==> src/rtl/vector_cmd_queue.sv <==
// Command FIFO plus serial issue sequencer for the vector processing unit.
// One command is outstanding at a time; a watchdog guards against a hung VPU.
module vector_cmd_queue #(
  parameter int CMD_W   = 128,
  parameter int DEPTH   = 4,
  parameter int TIMEOUT = 1024
) (
  input  logic                     clk,
  input  logic                     rst_n,
  input  logic [CMD_W-1:0]         in_cmd,
  input  logic                     in_valid,
  output logic                     in_ready,
  output logic [CMD_W-1:0]         vpu_cmd,
  output logic                     vpu_cmd_valid,
  input  logic                     vpu_cmd_ready,
  input  logic                     vpu_cmd_done,
  input  logic                     flush,
  output logic [$clog2(DEPTH):0]   level,
  output logic                     busy,
  output logic                     retire,
  output logic [15:0]              done_count,
  output logic                     timeout_err,
  output logic [1:0]               dbg_state
);

  localparam int AW = $clog2(DEPTH);
  localparam int LW = AW + 1;
  localparam int TW = $clog2(TIMEOUT);
  localparam logic [TW-1:0] WD_LAST = TW'(TIMEOUT - 1);
  localparam logic [LW-1:0] FULL_LVL = LW'(DEPTH);

  typedef enum logic [1:0] {
    IDLE  = 2'd0,
    ISSUE = 2'd1,
    WAIT  = 2'd2
  } state_t;

  state_t           state;
  logic [CMD_W-1:0] mem [DEPTH];
  logic [AW-1:0]    wr_ptr;
  logic [AW-1:0]    rd_ptr;
  logic [LW-1:0]    count;
  logic [TW-1:0]    wd_cnt;

  logic push;
  logic load;
  logic issue_hs;

  // Both handshakes are strict valid/ready: a transfer happens on a rising
  // clk edge where valid and ready are both high; once raised, valid holds
  // its payload stable until that edge.
  assign in_ready = (count != FULL_LVL) && !flush;
  assign push     = in_valid && in_ready;
  // The presented command is held in vpu_cmd, so its slot is released when it
  // is copied out; level therefore never counts the presented command.
  assign load     = (state == IDLE) && (count != '0) && !flush;
  assign issue_hs = (state == ISSUE) && vpu_cmd_valid && vpu_cmd_ready;

  assign level     = count;
  assign busy      = (state != IDLE) || (count != '0);
  assign dbg_state = state;

  always_ff @(posedge clk) begin
    if (push) mem[wr_ptr] <= in_cmd;
  end

  always_ff @(posedge clk or negedge rst_n) begin
    if (!rst_n) begin
      wr_ptr <= '0;
      rd_ptr <= '0;
      count  <= '0;
    end else if (flush) begin
      wr_ptr <= '0;
      rd_ptr <= '0;
      count  <= '0;
    end else begin
      if (push) wr_ptr <= wr_ptr + AW'(1);
      if (load) rd_ptr <= rd_ptr + AW'(1);
      case ({push, load})
        2'b10:   count <= count + LW'(1);
        2'b01:   count <= count - LW'(1);
        default: count <= count;
      endcase
    end
  end

  always_ff @(posedge clk or negedge rst_n) begin
    if (!rst_n) begin
      state         <= IDLE;
      vpu_cmd       <= '0;
      vpu_cmd_valid <= 1'b0;
      wd_cnt        <= '0;
      retire        <= 1'b0;
      done_count    <= '0;
      timeout_err   <= 1'b0;
    end else begin
      retire <= 1'b0;
      if (flush) timeout_err <= 1'b0;
      case (state)
        IDLE: begin
          if (load) begin
            vpu_cmd       <= mem[rd_ptr];
            vpu_cmd_valid <= 1'b1;
            state         <= ISSUE;
          end
        end
        ISSUE: begin
          if (issue_hs) begin
            vpu_cmd_valid <= 1'b0;
            wd_cnt        <= '0;
            state         <= WAIT;
          end
        end
        WAIT: begin
          if (vpu_cmd_done) begin
            retire     <= 1'b1;
            done_count <= done_count + 16'd1;
            state      <= IDLE;
          end else if (wd_cnt == WD_LAST) begin
            // A flush in the same cycle keeps the flag clear.
            if (!flush) timeout_err <= 1'b1;
            state <= IDLE;
          end else begin
            wd_cnt <= wd_cnt + TW'(1);
          end
        end
        default: begin
          vpu_cmd_valid <= 1'b0;
          state         <= IDLE;
        end
      endcase
    end
  end

endmodule

==> config.mk <==
export PLATFORM = sky130hd
export DESIGN_NAME = vector_cmd_queue
export DESIGN_NICKNAME = d
export VERILOG_FILES = /design/src/rtl/vector_cmd_queue.sv
export SDC_FILE = /design/constraint.sdc
export NUM_CORES = 1
export LEC_CHECK = 0
export BUFFER_PORTS_ARGS = -buffer_cell sky130_fd_sc_hd__buf_4
export CORE_MARGIN = 3
export CORE_UTILIZATION = 30
export CTS_CLUSTER_SIZE = 12
export DETAILED_ROUTE_END_ITERATION = 10
export MAX_ROUTING_LAYER = met4
export PLACE_DENSITY = 0.47
export SETUP_SLACK_MARGIN = 0.5
export SLEW_MARGIN = 10
export SYNTH_ARGS = -nofsm -noshare
export SYNTH_HDL_FRONTEND = slang
export SYNTH_SLANG_ARGS = --single-unit
==> constraint.sdc <==
create_clock -name clk -period 4.7 [get_ports clk]
set_clock_uncertainty 0.15 [all_clocks]
set_input_delay 0.47 -clock clk [delete_from_list [all_inputs] [get_ports clk]]
set_output_delay 0.47 -clock clk [all_outputs]
set_load 0.005 [all_outputs]
### Yosys cells after proc, flatten, opt, wreduce, memory -nomap -nowiden

Memories as Yosys holds them, arrays and structs flattened. A register that Yosys moved wholly into a read port is not among the register bits.
Index checks and enable logic that the tools add are counted.

* memory bits (writable): 512
* logic and storage cells: 76
* output and inout bits: 154
* register bits: 38
* memories kept: 1

* equality and inequality tests: 11
* bitwise operators: 1
* reductions and logical operators: 21
* multiplexer cells: 27
* $add $sub $neg: 6

Memories
* mem: words 4, width 128, read ports 1, clocked after memory_dff 1, wr ports 1, RTL line 39 `logic [CMD_W-1:0] mem [DEPTH];`

Operator list (number)
* 10-bit two-way mux: 3
* 10-bit one-hot mux with 2 select lines: 1
* 16-bit by 1-bit adder with 16-bit output, second input constant: 1
* 2-bit two-way mux: 8
* 1-bit two-way mux: 11
* 10-bit by 1-bit adder with 10-bit output, second input constant: 1
* 10-bit equality test, second input constant: 1
* 2-bit != test, second input constant: 4
* 2-bit nonzero test: 4
* 1-bit logical AND: 6
* 3-bit != test, second input constant: 2
* 2-bit one-hot mux with 3 select lines: 1
* 3-bit one-hot mux with 2 select lines: 1
* 3-bit AND reduction: 2
* 3-bit nonzero test: 2
* 2-bit by 1-bit adder with 2-bit output, second input constant: 2
* 2-bit by 1-bit equality test with 1-bit output, second input constant: 2
* 2-bit equality test, second input constant: 2
* 2-bit AND reduction: 2
* 4-bit AND reduction: 1
* 3-bit by 1-bit adder with 3-bit output, second input constant: 1
* 3-bit two-way mux: 1
* 1-bit one-hot mux with 3 select lines: 1
* 3-bit by 1-bit subtractor with 3-bit output, second input constant: 1
* other kinds (4): 5

### Logic depth before layout (Yosys ltp)

Gate-level depths: netlist of run 1.

* depth in word-level cells: 6
* gate-level depth with buffers: 8
* gate-level depth less buffers: 8

### Worst setup path after synthesis of run 1

OpenSTA, ideal clock, no wires.

* path kind: register -> register
* start: reg count[2] (netlist: level[2])
* end: mem mem[2][0] (enable)
* stages on the path, launching flop included: 5
* arrival: 4.041 ns
* path slack: 0.006 ns
* required time: 4.048 ns
* setup time: 0.502 ns
* cells stage by stage: dfrtp_1 nor3b_1 nor3_1 clkbuf_1 and2_1

* cells in the longest elaborated chain, start to end: 5

RTL lines
* start: declaration: RTL line 42 `logic [LW-1:0] count;`
* start signal: assignment: RTL line 80 `2'b10: count <= count + LW'(1);`
* start signal: assignment: RTL line 81 `2'b01: count <= count - LW'(1);`
* start signal: assignment: RTL line 82 `default: count <= count;`
* 3-bit != test: RTL line 52 `assign in_ready = (count != FULL_LVL) && !flush;`
* 1-bit logical AND: RTL line 52
* 1-bit logical AND: RTL line 53 `assign push = in_valid && in_ready;`
* 1-bit two-way mux: RTL line 64 `if (push) mem[wr_ptr] <= in_cmd;`
* 1-bit two-way mux (not written as such): RTL line 64
* end: declaration: RTL line 39

No other way between the ends.

### Worst setup path in the final report of run 1

* start: reg state[1] (netlist: dbg_state[1])
* end: reg vpu_cmd[15] (read register of mem)

* cells in the longest elaborated chain, start to end: 4

RTL lines
* start: declaration: RTL line 38 `state_t state;`
* start signal: assignment: RTL line 89 `state <= IDLE;`
* start signal: assignment: RTL line 104 `state <= ISSUE;`
* start signal: assignment: RTL line 111 `state <= WAIT;`
* 2-bit logical NOT (*): RTL line 56, 99
* 1-bit logical AND (2 in series): RTL line 56 `assign load = (state == IDLE) && (count != '0) && !flush;`
* 2-bit AND reduction (no source line) (*)
* end: declaration: RTL line 13 `output logic [CMD_W-1:0] vpu_cmd,`

Mark *: on every way between the ends. The rest lies on a longest branch, timed or not.
A chain may end at the register's enable or synchronous reset.

==> flow_summary.ini, run 1 <==
[outcome]
run_status = complete, no violations

[sta]
rsz_0062_raised_after_global_routing = no
ratio_of_final_minimum_period_to_clock_period_pct = 57.7
fmax_mhz = 369
report.final.setup_viol = 0
fin_tns_setup_ns = 0
finalCriticalPeriod_ns = 2.71
slew_violations = 0
slew_headroom_pct = 36.6
finalHoldViolCount = 0
worst_slew_pin_slew_ns = 0.948

[power_and_ir_drop]
power_frac_seq_pct = 44.8
static-leakage-power_nw = 12.0
p_comb_share_pct = 22.8
p_sw_share_pct = 25.4
power_per_cell_area_nw_per_um2 = 538
vdd_ir_max_mv = 0.338
power.share.clock_pct = 32.4
switchingPower_mw = 4.51
int_pwr_mw = 13.3

[yosys]
synthArstFlopShare_pct = 24.5
yosysSeqAreaShare_pct = 76.4
count_of_flip_flops_with_a_built_in_enable_after_synthesis = 512
ys.warnings.count = 0
synthesis.instances = 1125
yosys_register_bits = 678
dominantRegCellSynth = edfxtp_1
synthesis.nets = 1266
synth_cell_types = 48
synthesized_cell_area_um2 = 25600
synthesized_area_per_cell_um2 = 22.7

[clocking]
clkSlewWorstSetupHoldPaths_ns = 0.06
cts_inserted_buffers = 77
cts-root-to-sink-buffers = 3
post-cts-setup-buffer-count = 0
clock_tree_from_tritoncts = done
cts.htree.levels = 3
clock_sink_count = 678
ctsRootBufferMaster = clkbuf_16
clock_latency_ns = 0.60

[setup_path]
timing.critical_path.slowest_stage_cell = nor2_4
rr_startpoint = dbg_state[1]
worstPathRequired_ns = 5.02
crit_path_start_kind = flop
arrival_ns = 3.03
rr_endpoint = vpu_cmd[15]
path_class = flop to flop
peak_fanout_along_the_critical_path = 19
ff2ff_setup_slack_ns = 1.99
cp-end-kind = flop
worst_r2r_path_depth = 5
critical_path.cell_chain = nor2_2 > nand2_4 > nor2_4 > buf_4 > mux2_2
largest_stage_delay_worst_path_ns = 0.73

[placement]
portBuffers = 287
placed_cells_incl_taps = 2535
detailedPlacementHpwl_mm = 35.3
gpl.final_weighted_congestion = 0.716

[routing]
vias_per_cell = 4.45
route.antenna.remaining_nets = 0
route.final.wire_length_mm = 59.4
detailedRoute.firstPassIterationCount = 4
initialDrtViolationCount = 616
vias = 12500
drt_drc_violations_left = 0
wl_per_cell_um = 21.1

[worst_hold_path]
terminating_pin_of_the_worst_hold_path = wd_cnt[5]
worstHoldPathCells = 4
min-delay-start = vpu_cmd_done
holdCritPathClass = input pin to flop

[final_layout]
drive_gt1_share_pct = 42.1
final_cell_count_no_fill = 2815
flow.area_growth_from_synthesis_pct = 29.3
design.final.nets = 1752

[floorplanning]
die-width_um = 298
placeableCoreArea_um2 = 84100
initial_utilization_pct = 30.4
boundaryPins = 288
die-area_um2 = 88800
dieHeight_um = 298
row_count = 106

[global_route]
grt.overflow.total = 0
antenna_found_initial = 8
grt_max_degree = 77
global_route_wire_length_before_repair_mm = 90.3
grt_pass1_vias = 14000
globalRouteTotalUtil_pct = 13.9

[flow_run]
max-cap-violations = 0
## repair_timing
action | CTS | global route
setup endpoints to repair | 0 | 0
hold buffers | 131 | 0
hold endpoints to repair | 590 | 0
gates resized for setup | 0 | 0
## registers in the layout, indices dropped and copies added (netlist names)
signal and count:
mem 512, retire 1, wr_ptr 2, dbg_state 2, wd_cnt 10, level 3
timeout_err 1, vpu_cmd_valid 1, done_count 16, vpu_cmd 128, rd_ptr 2
## cell type report
cell class / count / area [µm²]
fill: 7755 / 51000
sequential: 678 / 19500
multi-input combinational: 393 / 5700
timing repair buffer: 452 / 3930
clock buffer: 102 / 2080
tap: 1134 / 1420
clock inverter: 39 / 349
inverter: 9 / 33.8
antenna: 8 / 20.0
## through the flow
step / setup WS [ns] / power (mW) / hold slack [ns] / instance area, µm² / util [%]
4_1_cts: 1.90 / 18.2 / 0.102 / 33000 / 39.3
3_5_place_dp: 1.94 / 12.2 / 0.316 / 29300 / 34.8
6_report: 1.99 / 17.8 / 0.154 / 33100 / 39.3
3_3_place_gp: 1.96 / 12.2 / 0.318 / 29300 / 34.8
5_1_grt: 1.78 / 18.7 / 0.137 / 33100 / 39.3
2_1_floorplan: 1.42 / 10.3 / 0.0244 / 25600 / -
## cell usage in the layout, fill, tap and decap left out, drive strengths merged, types with 2 or more instances in the layout
cell and n:
nor3b 2, o21ai 5, ha 6, nor2 19
a21oi 4, nor3 6, xnor2 10, clkinv 29
diode 8, dfrtp 166, mux2 131, clkbuf 103
clkinvlp 2, xor2 8, and4b 2, and2 5
edfxtp 512, bufinv 5, mux2i 4, and3 3
mux4 128, o211ai 2, o31ai 4, nand4 6
dlygate4sd3 131, inv 12, nor2b 3, o2bb2ai 3
nand3 9, nand2b 4, buf 320, nand2 16
## Yosys cell counts (all sizes together), types with 6 or more instances
cell type / instances / area share, %
mux4: 128 / 11
nand2: 16 / 0.26
inv: 9 / 0.13
edfxtp: 512 / 60
buf: 30 / 1.0
nand3: 9 / 0.18
clkbuf: 15 / 0.22
ha: 6 / 0.29
nor2: 19 / 0.30
xor2: 8 / 0.27
mux2: 131 / 7.4
nand4: 6 / 0.15
xnor2: 10 / 0.34
dfrtp: 166 / 16
nor3: 6 / 0.12
## worst max-delay path by stage
stage	startpoint	end	slack, ns	cells past startpoint
global route	dbg_state[1]	vpu_cmd[15]	1.78	5
detailed placement	flush	mem[0][8]	1.94	5
finish	dbg_state[1]	vpu_cmd[15]	1.99	5
CTS	dbg_state[1]	vpu_cmd[15]	1.90	5
floorplan	level[2]	mem[0][0]	1.42	4
global placement	flush	mem[0][8]	1.96	5
## cells by family (layout without fill, tap and decap cells)
family                     count (synthesis)  count (layout)  share of synthesized area, %
DFF                                      678             678                          76.4
muxes                                    263             263                          18.8
and+or+nand+nor                           81              81                          1.72
buffers and inverters                     54             602                          1.38
AOI/OAI and AO/OA                         24              24                         0.720
xor gates and xnor gates                  18              18                         0.617
adders and majority gates                  7               7                         0.372
other                                      0               8                             0
## power groups by stage
stage | Sequential (mW) | Combinational [mW] | Clock, mW
2_1_floorplan | 7.91 | 2.34 | 0
5_1_grt | 8.10 | 4.40 | 6.24
3_3_place_gp | 8.10 | 4.07 | 0
3_5_place_dp | 8.11 | 4.10 | 0
4_1_cts | 8.01 | 4.20 | 6.00
6_report | 7.97 | 4.06 | 5.77
## per-layer routing
layer | global-route usage (%) | wire length, µm
met3 | 3.33 | 3250
met1 | 16.9 | 24600
met4 | 3.75 | 1230
met5 | - | 0
met2 | 23.4 | 30300
## critical path: cells and delay by family (launching register included)
kind,cells,cell delay [ns]
simple gates,3,1.12
flops,1,0.47
buf+inv,1,0.46
mux,1,0.38
(Power assumes the default switching activity.)
==> run 2: changes to the inputs <==
--- a/config.mk
+++ b/config.mk
@@ -11,7 +11,7 @@
 export CTS_CLUSTER_SIZE = 12
 export DETAILED_ROUTE_END_ITERATION = 10
 export MAX_ROUTING_LAYER = met4
-export PLACE_DENSITY = 0.47
+export PLACE_DENSITY = 0.45
 export SETUP_SLACK_MARGIN = 0.5
 export SLEW_MARGIN = 10
 export SYNTH_ARGS = -nofsm -noshare
==> constraint.sdc (replaced) <==
create_clock -name clk -period 2.68 [get_ports clk]
set_clock_uncertainty 0.15 [all_clocks]
set_input_delay 0.268 -clock clk [delete_from_list [all_inputs] [get_ports clk]]
set_output_delay 0.268 -clock clk [all_outputs]
set_load 0.005 [all_outputs]
==> run 2 against run 1 <==
  * Utilization up 1.2 points
  * Critical endpoint is now level[2]
  * Sequential share of layout area down 1.7 points
  * Largest power group unchanged
  * Via count rose by 1.0%
  * Worst hold slack got worse by 0.067 ns
  * Die area unchanged
  * Power up 82%
  * Setup slack worse by 1.6 ns
  * Critical path depth up 3
  * Routed wire length grew 0.34%
==> flow_summary.ini, run 2 (synthesis gave the netlist of run 1 again) <==
[routing]
route.antenna.remaining_nets = 0
wl_per_cell_um = 20.8
vias = 12600
detailedRoute.firstPassIterationCount = 4
drt_drc_violations_left = 0
route.final.wire_length_mm = 59.6
initialDrtViolationCount = 525
vias_per_cell = 4.41

[clocking]
cts_inserted_buffers = 80
ctsRootBufferMaster = clkbuf_16
cts-root-to-sink-buffers = 3
cts.htree.levels = 3
clock_sink_count = 678
clock_tree_from_tritoncts = done
clkSlewWorstSetupHoldPaths_ns = 0.05
clock_latency_ns = 0.60

[power_and_ir_drop]
power_frac_seq_pct = 42.5
p_comb_share_pct = 24.4
p_sw_share_pct = 25.0
power.share.clock_pct = 33.1
int_pwr_mw = 24.3
post_layout_power_mw = 32.4
switchingPower_mw = 8.09
power_per_cell_area_nw_per_um2 = 951
vdd_ir_max_mv = 0.660
static-leakage-power_nw = 12.4

[setup_path]
critical_path.cell_chain = or3_4 > nand2_4 > or2_4 > nor2_2 > fa_2 > a21boi_2 > a2bb2oi_2 > mux2_4
path_class = flop to flop
rr_startpoint = level[1]
ff2ff_setup_slack_ns = 0.41
cp-end-kind = flop
worst_r2r_path_depth = 8
arrival_ns = 2.59
rr_endpoint = level[2]
peak_fanout_along_the_critical_path = 3
worstPathBufferInverterCount = 0
crit_path_start_kind = flop
largest_stage_delay_worst_path_ns = 0.42
timing.critical_path.slowest_stage_cell = or3_4
worstPathRequired_ns = 3.00
crit_family = simple AND/OR/NAND/NOR gates

[sta]
fmax_mhz = 440
fin_tns_setup_ns = 0
finalHoldViolCount = 0
report.final.setup_viol = 0
finalCriticalPeriod_ns = 2.27
slew_headroom_pct = 65.1
rsz_0062_raised_after_global_routing = yes
slew_violations = 0
worst_slew_pin_slew_ns = 0.519
hold_ws_ns = 0.0866
ratio_of_final_minimum_period_to_clock_period_pct = 84.9

[global_route]
grt_max_degree = 67
antenna_found_initial = 3
globalRouteTotalUtil_pct = 13.6
grt.overflow.total = 0
grt_pass1_vias = 14000
global_route_wire_length_before_repair_mm = 89.0

[final_layout]
layout.cells.most_common = edfxtp_1
design.final.nets = 1800
multiInputGateArea_um2 = 5760
flow.area_growth_from_synthesis_pct = 33.2
drive_gt1_share_pct = 43.9
fill_cells = 7674
registers_with_the_most_flip_flops = mem: 512 flops, vpu_cmd: 128 flops, done_count: 16 flops
register_area_um2 = 19500
finish.utilization_pct = 40.5
largest-register = mem
layout.cells.most_common_list = edfxtp_1 (512), buf_4 (313), dfrtp_1 (160)
largest_reg_flops = 512
postLayoutCellArea_um2 = 34000

[placement]
gpl.final_weighted_congestion = 0.705
portBuffers = 287
detailedPlacementHpwl_mm = 35.2
dpl_cell_area_um2 = 29600

[floorplanning]
dieHeight_um = 298
initial_utilization_pct = 30.4
boundaryPins = 288
die-area_um2 = 88800
placeableCoreArea_um2 = 84100
die-width_um = 298
row_count = 106

[worst_hold_path]
holdCritPathClass = input pin to flop
min-delay-start = flush
terminating_pin_of_the_worst_hold_path = wr_ptr[1]
worstHoldPathCells = 5

[flow_run]
max-cap-violations = 0

[outcome]
run_status = complete, no violations
-- run 2: worst reg2reg max path: stages, from the launching register on --
cell	delay, ns
dfrtp_2	0.40
or3_4	0.42
nand2_4	0.07
or2_4	0.11
nor2_2	0.04
fa_2	0.33
a21boi_2	0.17
a2bb2oi_2	0.16
mux2_4	0.31
-- run 2: worst max path at each step --
| stage | start | end | slack (ns) | cells past startpoint |
|---|---|---|---|---|
| finish | level[1] | level[2] | 0.41 | 8 |
| global route | level[1] | level[2] | 0.37 | 8 |
| CTS | level[0] | level[2] | 0.41 | 8 |
| detailed placement | level[1] | level[2] | 0.29 | 8 |
| global placement | level[1] | level[2] | 0.26 | 8 |
| floorplan | level[2] | mem[0][0] | 0.17 | 4 |
-- run 2: power by group through the flow --
stage               Sequential [mW]  Combinational, mW  Clock, mW
finish                         13.8               7.90       10.7
global route                   14.0               8.50       11.6
detailed placement             14.0               7.65          0
CTS                            13.8               7.94       11.1
floorplan                      13.9               4.12          0
global placement               13.9               7.61          0
-- run 2: what timing repair did --
action | 4_1_cts | 5_1_grt
pin swaps | 4 | 5
cloned | 0 | 5
hold buffers | 136 | 0
gates resized for setup | 13 | 28
buffers inserted | 4 | 4
hold endpoints to repair | 700 | 0
setup endpoints to repair | 29 | 494
-- run 2: metrics by stage --
step	instances	worst slack (ns)
global route	2863	0.369
detailed placement	2562	0.294
finish	2863	0.405
global placement	2562	0.258
floorplan	1125	0.175
CTS	2851	0.405
-- run 2: area by class of cell --
type / count / area share [%]
flip-flops and latches: 678 / 57.4
multi-input cells: 393 / 16.9
repair buffers: 497 / 13.7
clock buffers: 116 / 6.61
well taps: 1134 / 4.17
clock inverters: 33 / 1.14
inverters: 9 / 0.0992
diodes: 3 / 0.0221
-- run 2: metal layers --
layer | track usage, % | part of all wire [%] | vias to the layer above
met5 | - | 0 | -
li1 | - | - | 5649
met2 | 23.1 | 52 | 243
met4 | 3.80 | 1.7 | 0
met3 | 3.18 | 4.8 | 82
met1 | 16.2 | 41 | 6665
==> run 3: changes to the inputs <==
==> constraint.sdc (replaced) <==
create_clock -name clk -period 2.24 [get_ports clk]
set_clock_uncertainty 0.15 [all_clocks]
set_input_delay 0.224 -clock clk [delete_from_list [all_inputs] [get_ports clk]]
set_output_delay 0.224 -clock clk [all_outputs]
set_load 0.005 [all_outputs]
==> run 3 against run 2 <==
  * The flow now finishes with violations (hold timing)
  * Setup slack worse by 0.40 ns
  * Final cell count increased by 2.0%
  * Highest routed layer unchanged
  * Power increased by 19%
  * Sequential power increased by 20%
  * Die area unchanged
  * Sequential cell count unchanged
  * Critical path depth stayed put
  * Largest power group unchanged
  * Critical path type unchanged
  * Utilization rose by 0.88 points
==> flow_summary.ini, run 3 (synthesis gave the netlist of run 1 again) <==
[setup_path]
rr_endpoint = level[2]
rr_startpoint = level[1]
largest_stage_delay_worst_path_ns = 0.41
critical_path_depth = 8
worst_r2r_path_depth = 8
crit_path_end = level[2]
timing.critical_path.slowest_stage_cell = or3_4
ff2ff_setup_slack_ns = 0.003
crit_path_start_kind = flop
path_class = flop to flop
crit_family = simple AND/OR/NAND/NOR gates
arrival_ns = 2.58
critical_path.cell_chain = or3_4 > nand2_4 > or2_4 > nor2_2 > fa_2 > a21boi_4 > a2bb2oi_2 > mux2_4
worstPathBufferInverterCount = 0
peak_fanout_along_the_critical_path = 2
worstPathRequired_ns = 2.58
worst_setup_path_startpoint = level[1]
cp-end-kind = flop

[clocking]
clock_tree_from_tritoncts = done
clock_latency_ns = 0.61
post_cts_hold_buffer_count = 136
cts_inserted_buffers = 79
cts.htree.levels = 3
ctsRootBufferMaster = clkbuf_16
clkSlewWorstSetupHoldPaths_ns = 0.06
cts-root-to-sink-buffers = 3
clock_sink_count = 678

[outcome]
run_status = finished with violations
failed_checks = hold timing

[floorplanning]
boundaryPins = 288
die-area_um2 = 88800
dieHeight_um = 298
initial_utilization_pct = 30.4
row_count = 106
die-width_um = 298
placeableCoreArea_um2 = 84100

[sta]
slew_violations = 0
worst_slew_pin_slew_ns = 0.503
slew_headroom_pct = 66.4
finalCriticalPeriod_ns = 2.24
fmax_mhz = 447
fin_tns_setup_ns = 0
finalHoldViolCount = 4
ratio_of_final_minimum_period_to_clock_period_pct = 99.9
hold_ws_ns = -0.178
rsz_0062_raised_after_global_routing = yes
report.final.setup_viol = 0

[routing]
vias_per_cell = 4.39
drt_drc_violations_left = 0
route.final.wire_length_mm = 61.7
vias = 12800
wl_per_cell_um = 21.1
route.antenna.remaining_nets = 0
detailedRoute.firstPassIterationCount = 6
initialDrtViolationCount = 478

[power_and_ir_drop]
p_comb_share_pct = 24.9
power.share.clock_pct = 32.5
power_frac_seq_pct = 42.6
static-leakage-power_nw = 12.8
p_sw_share_pct = 25.5
switchingPower_mw = 9.85
post_layout_power_mw = 38.7
int_pwr_mw = 28.8
vdd_ir_max_mv = 0.588
power_per_cell_area_nw_per_um2 = 1110

[global_route]
grt_max_degree = 61
antenna_found_initial = 5
grt_pass1_vias = 14100
globalRouteTotalUtil_pct = 14.0
grt.overflow.total = 0
global_route_wire_length_before_repair_mm = 91.5

[final_layout]
multiInputGateArea_um2 = 5760
layout.cells.most_common_list = edfxtp_1 (512), buf_4 (343), dfrtp_1 (162)
design.final.nets = 1855
flow.area_growth_from_synthesis_pct = 36.1
finish.utilization_pct = 41.4
fill_cells = 7560
layout.cells.most_common = edfxtp_1
registers_with_the_most_flip_flops = mem: 512 flops, vpu_cmd: 128 flops, done_count: 16 flops
largest_reg_flops = 512
register_area_um2 = 19500
drive_gt1_share_pct = 45.9
largest-register = mem

[worst_hold_path]
worstHoldPathCells = 3
holdCritPathClass = input pin to flop

[flow_run]
max-cap-violations = 0

[placement]
gpl.final_weighted_congestion = 0.726
detailedPlacementHpwl_mm = 38.2
portBuffers = 287
[run 3: final cells by class]
cell class                 instances  area share [%]
antenna                            5          0.0360
clock buffer                     110            6.31
clock inverter                    37            1.13
inverter                           9          0.0971
multi-input combinational        393            16.6
sequential                       678            56.2
tap                             1134            4.08
timing repair buffer             553            15.6
[run 3: per-stage QoR]
| stage | cells | hold WS (ns) | worst slack [ns] | area [µm²] |
|---|---|---|---|---|
| 2_1_floorplan | 1125 | -0.222 | -0.265 | 25700 |
| 3_3_place_gp | 2594 | 0.0613 | -0.0608 | 30100 |
| 3_5_place_dp | 2594 | 0.0638 | -0.0825 | 30100 |
| 4_1_cts | 2880 | -0.243 | -0.0351 | 34300 |
| 5_1_grt | 2919 | -0.217 | -0.0413 | 34800 |
| 6_report | 2919 | -0.178 | 0.00261 | 34800 |
[run 3: worst min path at each step]
stage / startpoint / endpoint
3_5_place_dp: rst_n / vpu_cmd[98]
5_1_grt: flush / level[1]
6_report: flush / level[1]
3_3_place_gp: rst_n / vpu_cmd[92]
4_1_cts: flush / level[1]
2_1_floorplan: rst_n / dbg_state[0]
[run 3: repair_timing]
action,4_1_cts,5_1_grt
resized for setup,21,26
gates cloned,2,7
setup endpoints to repair,663,669
pin swaps,3,10
buffers inserted,1,27
hold endpoints to repair,698,4
[run 3: power by group through the flow]
stage               registers, mW  clock network, mW  logic [mW]
floorplan                    16.6                  0        5.04
detailed placement           16.7                  0        9.38
CTS                          16.5               13.1        9.75
global route                 16.7               13.6        10.4
finish                       16.5               12.6        9.63
global placement             16.7                  0        9.32
[run 3: worst reg2reg max path: stages, from the launching register on]
cell	delay, ns
dfrtp_2	0.40
or3_4	0.41
nand2_4	0.07
or2_4	0.11
nor2_2	0.03
fa_2	0.34
a21boi_4	0.15
a2bb2oi_2	0.15
mux2_4	0.31
[run 3: layer usage]
metal / GRT usage (%) / up-vias / routed length, µm
li1: - / 5753 / -
met1: 16.9 / 6741 / 25700
met2: 23.7 / 242 / 31800
met3: 3.40 / 93 / 2840
met4: 3.65 / 0 / 1330
met5: - / - / 0
